**src/rtl/regfile_write_arbiter.sv**
```systemverilog
// Two-source writeback arbiter: per-source FIFOs feeding one registered register-file write port.
// Optional PENDING_QUERY_EN adds a combinational query_reg/query_hit in-flight lookup.
module regfile_write_arbiter #(
  parameter int DEPTH  = 2,
  parameter int DATA_W = 32,
  parameter int ADDR_W = 5
) (
  input  logic                       clk,
  input  logic                       rst,
  input  logic                       a_valid,
  output logic                       a_ready,
  input  logic [ADDR_W-1:0]          a_reg,
  input  logic [DATA_W-1:0]          a_data,
  input  logic                       b_valid,
  output logic                       b_ready,
  input  logic [ADDR_W-1:0]          b_reg,
  input  logic [DATA_W-1:0]          b_data,
`ifdef PENDING_QUERY_EN
  input  logic [ADDR_W-1:0]          query_reg,
  output logic                       query_hit,
`endif
  output logic                       reg_write,
  output logic [ADDR_W-1:0]          write_reg,
  output logic [DATA_W-1:0]          write_data,
  output logic [$clog2(DEPTH):0]     a_count,
  output logic [$clog2(DEPTH):0]     b_count
);

  localparam int PTR_W = $clog2(DEPTH);
  localparam int CNT_W = PTR_W + 1;
  localparam logic [CNT_W-1:0] DEPTH_C = CNT_W'(DEPTH);

  typedef enum logic {RR_A = 1'b0, RR_B = 1'b1} rr_t;

  logic [1:0]        in_valid;
  logic [1:0]        in_ready;
  logic [1:0]        nonempty;
  logic [1:0]        grant;
  logic [ADDR_W-1:0] in_reg   [2];
  logic [DATA_W-1:0] in_data  [2];
  logic [ADDR_W-1:0] head_reg [2];
  logic [DATA_W-1:0] head_data[2];
  logic [CNT_W-1:0]  count    [2];

  rr_t               rr_reg, rr_next;
  logic              reg_write_reg;
  logic [ADDR_W-1:0] write_reg_reg;
  logic [DATA_W-1:0] write_data_reg;

`ifdef PENDING_QUERY_EN
  logic [1:0]        src_hit;
`endif

  assign in_valid   = {b_valid, a_valid};
  assign in_reg[0]  = a_reg;
  assign in_reg[1]  = b_reg;
  assign in_data[0] = a_data;
  assign in_data[1] = b_data;

  genvar gi;
  generate
    for (gi = 0; gi < 2; gi++) begin : g_fifo
      logic [ADDR_W-1:0] mem_reg_q  [DEPTH];
      logic [DATA_W-1:0] mem_data_q [DEPTH];
      logic [PTR_W-1:0]  rd_ptr_reg, wr_ptr_reg;
      logic [CNT_W-1:0]  count_reg, count_next;
      logic              push;

      assign in_ready[gi]  = (count_reg < DEPTH_C);
      assign nonempty[gi]  = (count_reg != '0);
      // Writes to r0 complete the handshake but are dropped here.
      assign push          = in_valid[gi] && in_ready[gi] && (in_reg[gi] != '0);
      assign head_reg[gi]  = mem_reg_q[rd_ptr_reg];
      assign head_data[gi] = mem_data_q[rd_ptr_reg];
      assign count[gi]     = count_reg;

      always_comb begin
        count_next = count_reg;
        case ({push, grant[gi]})
          2'b10:   count_next = count_reg + 1'b1;
          2'b01:   count_next = count_reg - 1'b1;
          default: count_next = count_reg;
        endcase
      end

      always_ff @(posedge clk) begin
        if (!rst) begin
          count_reg  <= '0;
          rd_ptr_reg <= '0;
          wr_ptr_reg <= '0;
        end else begin
          count_reg <= count_next;
          if (push)      wr_ptr_reg <= wr_ptr_reg + 1'b1;
          if (grant[gi]) rd_ptr_reg <= rd_ptr_reg + 1'b1;
        end
      end

      always_ff @(posedge clk) begin
        if (push) begin
          mem_reg_q[wr_ptr_reg]  <= in_reg[gi];
          mem_data_q[wr_ptr_reg] <= in_data[gi];
        end
      end

`ifdef PENDING_QUERY_EN
      logic [DEPTH-1:0] ent_hit;
      genvar gj;
      for (gj = 0; gj < DEPTH; gj++) begin : g_ent
        logic [PTR_W-1:0] offset;
        // An entry is live when its distance from the read pointer is below the count.
        assign offset      = PTR_W'(gj) - rd_ptr_reg;
        assign ent_hit[gj] = ({1'b0, offset} < count_reg) && (mem_reg_q[gj] == query_reg);
      end
      assign src_hit[gi] = |ent_hit;
`endif
    end
  endgenerate

  always_ff @(posedge clk) begin
    if (!rst) rr_reg <= RR_A;
    else      rr_reg <= rr_next;
  end

  always_comb begin
    grant   = 2'b00;
    rr_next = rr_reg;
    if (nonempty[0] && (!nonempty[1] || rr_reg == RR_A)) begin
      grant   = 2'b01;
      rr_next = RR_B;
    end else if (nonempty[1]) begin
      grant   = 2'b10;
      rr_next = RR_A;
    end
  end

  // Index/data hold their last value when idle; only the enable drops.
  always_ff @(posedge clk) begin
    if (!rst) begin
      reg_write_reg  <= 1'b0;
      write_reg_reg  <= '0;
      write_data_reg <= '0;
    end else begin
      reg_write_reg <= |grant;
      if (grant[0]) begin
        write_reg_reg  <= head_reg[0];
        write_data_reg <= head_data[0];
      end else if (grant[1]) begin
        write_reg_reg  <= head_reg[1];
        write_data_reg <= head_data[1];
      end
    end
  end

  assign a_ready    = in_ready[0];
  assign b_ready    = in_ready[1];
  assign a_count    = count[0];
  assign b_count    = count[1];
  assign reg_write  = reg_write_reg;
  assign write_reg  = write_reg_reg;
  assign write_data = write_data_reg;

`ifdef PENDING_QUERY_EN
  assign query_hit = (query_reg != '0) &&
                     ((|src_hit) || (reg_write_reg && (write_reg_reg == query_reg)));
`endif

endmodule

```
**config.mk**
```make
export PLATFORM = sky130hd
export DESIGN_NAME = regfile_write_arbiter
export DESIGN_NICKNAME = d
export VERILOG_FILES = /design/src/rtl/regfile_write_arbiter.sv
export SDC_FILE = /design/constraint.sdc
export NUM_CORES = 1
export LEC_CHECK = 0
export CELL_PAD_IN_SITES_DETAIL_PLACEMENT = 0
export CELL_PAD_IN_SITES_GLOBAL_PLACEMENT = 1
export CORE_ASPECT_RATIO = 0.8
export CORE_MARGIN = 4
export CORE_UTILIZATION = 40
export CTS_BUF_LIST = sky130_fd_sc_hd__clkbuf_8
export DETAILED_ROUTE_END_ITERATION = 16
export HOLD_SLACK_MARGIN = 0.06
export PLACE_DENSITY_LB_ADDON = 0.1
export SLEW_MARGIN = 20
export SYNTH_ARGS = -nofsm -noshare
export SYNTH_HDL_FRONTEND = slang
export SYNTH_SLANG_ARGS = --single-unit
```
**constraint.sdc**
```tcl
create_clock -name clk -period 3.81 [get_ports clk]
set_clock_uncertainty 0.2 [all_clocks]
set_input_delay 0.5715 -clock clk [delete_from_list [all_inputs] [get_ports clk]]
set_output_delay 0.5715 -clock clk [all_outputs]
set_load 0.05 [all_outputs]
```
==> key figures, run 1 <==
Outcome
  – Status: completed

Drt
  – Via count: 4220
  – # DRC: 0
  – DRT iter0 DRCs: 258
  – Post-route ant nets: 0
  – Avg Vias per Cell: 5.05
  – WL/cell: 18.7 um
  – Final wirelength: 15600 um
  – Pre-antenna DRT Iters: 4

Setup path
  – RR Startpoint: a_count[0]
  – Critical path startpoint: a_count[1]
  – WP data arrival: 1.94 ns
  – Reg2Reg Depth: 7
  – CP Max Fanout: 7
  – Crit start category: register
  – CP required: about 3.0 ns
  – Critical Path End Type: output port
  – Setup CP Type: reg2out

Global routing
  – Vias in the first global route: 4301
  – Largest net degree at the start of global routing: 40
  – First-pass GRT wire length: 24200 um
  – GRT overflow: 0
  – Initial antenna violation count: 0
  – GRT Total Usage: around 16%

Clocking
  – Number of H-tree levels: 4
  – CTS max path bufs: 2
  – CTS tree: done
  – Skew-Pair Late Insertion Delay: about 0.45 ns
  – Total CTS buffers: 17
  – Worst-path clk slew: roughly 0.10 ns
  – Hold_buf cts: 0
  – Post-CTS setup repair buffer count: 0
  – Clock sink count: 197
  – Resize count post-CTS: 0
  – Root buffer cell: clkbuf_8

STA
  – Final setup violation count: 0
  – Sum Neg Setup Slack: 0 ns
  – Final worst setup slack: 1.10 ns
  – FMAX: 369 MHz
  – Hold Worst Slack: between 0.2 and 0.3 ns
  – Minimum period implied by the final worst setup slack: 2.71 ns
  – Final Hold Viols: 0
  – Period utilisation layout: 71.1%
  – Max_slew headroom: 48.8%
  – Slew @ Worst Pin: 0.769 ns
  – Unrepaired setup endpoints after global routing: false
  – Slew Limit Fails: 0

Yosys
  – Synthesized area: 7380 um^2
  – Share of the synthesized area in compound gates (AO/OA/AOI/OAI): around 7.4%
  – YS warnings: 0
  – Sequential fraction of the synthesis area: 73.5%
  – Synth top area cells: edfxtp_1, dfxtp_1, mux2i_1
  – Adder-cell share of the synthesized area: less than 1%
  – Yosys cell types: 33
  – Cells after Synth: 469
  – Synth top area share: 60.2%
  – Mux cell area share after synthesis: about 10%
  – Mean Syn Cell Area: between 15 and 20 um^2
  – Yosys reg bits: 197
  – Synth Area in XOR/XNOR: less than 1%
  – Post-synth top area cell: edfxtp_1
  – Largest family of logic cells by synthesized area: multiplexers
  – Synth Area in Simple Gates: 5.87%
  – Synthesized Nets: 549

Floorplanning
  – Core area: 18100 um^2
  – Initial Utilization: roughly two fifths
  – Io pins: 122
  – Die area: ~21000 um^2
  – Vert. Die Dim: 129 um
  – DIE WIDTH: between 150 and 200 um
  – Cell Rows: 44

Final layout
  – Multi-input logic area: ~1800 um^2
  – P&R area growth vs syn: 26.1%
  – Share of cells above drive strength 1: 9.41%
  – Final core occ: around half
  – Largest register FFs: around 130
  – # diodes: 0
  – NumNets Final: 673
  – Storage cell area: 5430 um^2
  – Fillers: roughly 1500

Worst hold path
  – WHS Path Cells: 1
  – Min-Delay Path Class: reg2reg
  – Min-delay src: write_data[2]

Pwr
  – Worst VDD drop: between 0.4 and 0.5 mV
  – P_leak: 3.10 nW
  – Pwr dens: 734 nW/um^2

Flow run
  – Max-Cap Viols: 0

Placed design
  – Place WS: 0.782 ns
  – Post-DP HPWL: about 10000 um
  – Routability congestion estimate: between 0.7 and 0.8
  – PortBufs: between 100 and 150
-- final timing paths --
check	to	slack [ns]
worst max-delay path	a_ready	1.10
worst max register to register	b_count[1]	1.51
worst min-delay path	write_data[2]	0.30
worst min register to register	write_data[2]	0.30
-- synth_stat cells --
master	n
nor3_1	1
a21boi_0	3
dfxtp_1	49
a22o_1	3
o221ai_1	6
nor4_1	1
buf_2	15
and2_1	14
nor2_2	2
o211ai_4	2
buf_4	2
nand3_1	15
inv_1	5
mux2i_1	74
or3_1	2
o2111a_1	15
o21ai_2	1
edfxtp_1	148
buf_6	1
nand2_1	36
o22ai_1	3
o21ai_0	15
clkbuf_1	9
o21a_1	15
xnor2_1	6
o21ai_1	1
or4_4	2
o22ai_2	1
nor2b_1	1
ha_1	2
and3_1	1
nor2_1	17
inv_2	1
-- final cells by class --
cell class	instances	share of cell area, %
inverter	6	0.242
sequential	197	58.3
clock buffer	17	2.51
clock inverter	15	1.65
multi-input combinational	239	19.8
timing repair buffer	132	14.4
tap	230	3.09
-- where the power goes --
group          total [mW]  switching, mW  internal, mW
Combinational        2.47           1.54         0.933
Sequential           3.04          0.269          2.77
Clock                1.32          0.729         0.587
-- layout by cell type, fill, tap and decap left out, types with 3 or more instances in the layout --
cell and count:
edfxtp_1 148, clkdlybuf4s50_1 120, mux2i_1 74, dfxtp_1 47, nand2_1 35, clkbuf_8 17
nor2_1 15, nand3_1 15, o2111a_1 15, o21ai_0 15, o21a_1 15, and2_1 14
buf_4 8, xnor2_1 6, o221ai_1 6, inv_1 5, nor2_4 4, clkinvlp_4 4
a21boi_0 3, o22ai_1 3, a22o_1 3, inv_6 3
-- cells by family after synthesis --
| logic type | after synthesis |
|---|---|
| xor+xnor | 6 |
| flops | 197 |
| mux | 74 |
| buf+inv | 33 |
| compound gates | 65 |
| simple gates | 92 |
| fa+ha+maj | 2 |
-- through the flow --
stage | std cells | cell area, um^2 | power [mW]
2_1_floorplan | 469 | 7380 | 4.73
4_1_cts | 835 | 9280 | 6.91
6_report | 836 | 9310 | 6.83
3_3_place_gp | 801 | 8840 | 5.54
3_5_place_dp | 803 | 8890 | 5.60
5_1_grt | 836 | 9310 | 7.21
-- routing by layer --
layer  global-route usage (%)  up-vias  wire, um
met5                        0        -         0
met4                     4.35        0       154
met3                     4.42        9       824
met2                     24.3      108      7210
met1                     21.4     2090      7440
li1                         -     2013         -
-- worst max-delay path, cell delays in order, from the launching register on --
cell and delay (ns):
dfxtp_1 0.41, inv_1 0.21, clkdlybuf4s50_1 0.86
Note: power is estimated with default switching activity, not from simulation.
==> run 2, diff against run 1 <==
==> constraint.sdc (replaced) <==
create_clock -name clk -period 2.41 [get_ports clk]
set_clock_uncertainty 0.2 [all_clocks]
set_input_delay 0.3615 -clock clk [delete_from_list [all_inputs] [get_ports clk]]
set_output_delay 0.3615 -clock clk [all_outputs]
set_load 0.05 [all_outputs]
==> key figures, run 2 (same netlist as run 1, synthesis figures left out) <==
Floorplanning
  – Initial Utilization: 40.7% (unchanged)
  – Io pins: 122 (unchanged)
  – Die area: 20700 um^2 (unchanged)
  – Core area: 18100 um^2 (unchanged)
  – Vert. Die Dim: 129 um (unchanged)
  – Cell Rows: 44 (unchanged)
  – DIE WIDTH: 160 um (unchanged)

STA
  – Period utilisation layout: 96.8%
  – Final setup violation count: 0 (unchanged)
  – Final Hold Viols: 0 (unchanged)
  – FMAX: 429 MHz
  – Slew @ Worst Pin: 0.721 ns (was 0.769 ns)
  – Slew Limit Fails: 0 (unchanged)
  – Sum Neg Setup Slack: 0 ns (unchanged)
  – Unrepaired setup endpoints after global routing: false (unchanged)
  – Max_slew headroom: 51.8% (was 48.8%)
  – Minimum period implied by the final worst setup slack: 2.33 ns

Final layout
  – Most frequent cells in the layout: edfxtp_1, clkdlybuf4s50_1, mux2i_1, dfxtp_1, nand2_1 (unchanged)
  – # diodes: 0 (unchanged)
  – Largest register FFs: 128 (unchanged)
  – Post-route insts no fill: 854 (was 836)
  – Post-route cell area: 9480 um^2 (was 9310 um^2)
  – Final core occ: 52.3% (was 51.4%)
  – NumNets Final: 691 (was 673)
  – Commonest non-fill, non-tap cell in the layout: edfxtp_1 (unchanged)
  – P&R area growth vs syn: 28.5% (was 26.1%)
  – Share of cells above drive strength 1: 12.2% (was 9.41%)

Pwr
  – P_leak: 3.23 nW (was 3.10 nW)
  – Pwr dens: 1160 nW/um^2 (was 734 nW/um^2)
  – Worst VDD drop: 0.538 mV (was 0.479 mV)

Drt
  – DRT iter0 DRCs: 236 (was 258)
  – Avg Vias per Cell: 5.01 (was 5.05)
  – Pre-antenna DRT Iters: 4 (unchanged)
  – Final wirelength: 16300 um (was 15600 um)
  – Post-route ant nets: 0 (unchanged)
  – WL/cell: 19.1 um (was 18.7 um)
  – # DRC: 0 (unchanged)
  – Via count: 4279 (was 4220)

Clocking
  – Number of H-tree levels: 4 (unchanged)
  – Total CTS buffers: 17 (unchanged)
  – CTS tree: done (unchanged)
  – CTS max path bufs: 2 (unchanged)
  – Skew-Pair Late Insertion Delay: 0.44 ns (was 0.45 ns)
  – Root buffer cell: clkbuf_8 (unchanged)
  – Hold_buf cts: 0 (unchanged)
  – Post-CTS setup repair buffer count: 0 (unchanged)
  – Worst-path clk slew: 0.09 ns (was 0.10 ns)
  – Clock sink count: 197 (unchanged)

Placed design
  – Post-DP HPWL: 11100 um (was 10400 um)
  – Post-DP Area: 9080 um^2 (was 8890 um^2)
  – PortBufs: 121 (unchanged)
  – Placed Cells: 822 (was 803)
  – Routability congestion estimate: 0.725 (was 0.723)

Worst hold path
  – Hold Path End: g_fifo[1].wr_ptr_reg (was write_data[2])
  – Min-delay src: rst (was write_data[2])
  – Min-Delay Path Class: in2reg (was reg2reg)
  – WHS Path Cells: 2 (was 1)

Global routing
  – GRT overflow: 0 (unchanged)
  – First-pass GRT wire length: 25400 um (was 24200 um)
  – Vias in the first global route: 4579 (was 4301)
  – Largest net degree at the start of global routing: 31 (was 40)
  – GRT Total Usage: 16.3% (was 15.5%)
  – Initial antenna violation count: 0 (unchanged)

Setup path
  – Crit. path cell count: 6 (was 2)
  – WP data arrival: 2.49 ns (was 1.94 ns)
  – Family with the most delay on the worst path: simple AND/OR/NAND/NOR gates (was buffers and inverters)
  – Reg2reg end: a_count[1] (was b_count[1])
  – CP Max Fanout: 4 (was 7)
  – Reg2Reg Depth: 6 (was 7)
  – WP buf/inv: 1 (was 2)
  – Max incr delay on CP: 0.55 ns (was 0.86 ns)
  – Flop-to-flop setup slack: 0.42 ns (was 1.51 ns)
  – CP required: 2.56 ns (was 3.04 ns)
  – Crit start category: input port (was register)
  – Crit path max-delay cell type: or4_4 (was clkdlybuf4s50_1)
  – Setup CP Type: in2reg (was reg2out)
  – Critical Path End Type: register (was output port)
  – RR Startpoint: b_count[0] (was a_count[0])
  – Critical Path, Cell by Cell: clkdlybuf4s50_1, or4_4, o211ai_4, ha_1, or3_1, a21boi_0 (was inv_1, clkdlybuf4s50_1)

Outcome
  – Status: completed (unchanged)

Flow run
  – Max-Cap Viols: 0 (unchanged)
run 2: where the power goes:
group          switching, mW  leakage [nW]  internal [mW]
combinational           2.60          1.24           1.60
clock                   1.10         0.198           1.01
sequential             0.325          1.79           4.38
run 2: what timing repair did:
action / CTS / global route
gates resized for setup: 1 / 1
pin swaps: 0 / 0
endpoints found under the setup margin: 1 / 1
hold endpoints to repair: 0 / 0
cloned: 0 / 0
run 2: cell type report:
class                           instances  area [um^2]
Clock buffer                           17          234
Sequential cell                       197         5430
Inverter                                6         22.5
Tap cell                              230          288
Clock inverter                         15          164
Fill cell                            1551         8630
Timing Repair Buffer                  150         1510
Multi-Input combinational cell        239         1840
run 2: per-layer routing:
layer  vias to the layer above  wire length, um  track usage, %
li1                       2052                -               -
met1                      2122             7690            21.5
met2                        98             7750            27.2
met3                         7              778            4.67
met4                         0              110            3.54
met5                         -                0               0
run 2: worst max-delay path by stage:
stage,startpoint,endpoint,slack (ns)
finish,b_reg[0],b_count[1],0.08
global route,a_count[1],a_count[1],0.004
CTS,a_count[1],a_count[1],0.03
detailed placement,b_reg[0],b_count[1],-0.38
global placement,a_reg[4],g_fifo[0].mem_data_q[1][11],-0.30
floorplan,b_count[1],g_fifo[1].mem_data_q[1][0],-0.21
run 2: through the flow:
stage	total power, mW	setup slack [ns]	hold slack (ns)
after floorplan	7.49	-0.210	0.260
after global placement	8.95	-0.297	0.278
after detailed placement	9.06	-0.377	0.290
after CTS	11.2	0.0344	0.123
after global routing	11.6	0.00371	0.120
final	11.0	0.0775	0.159
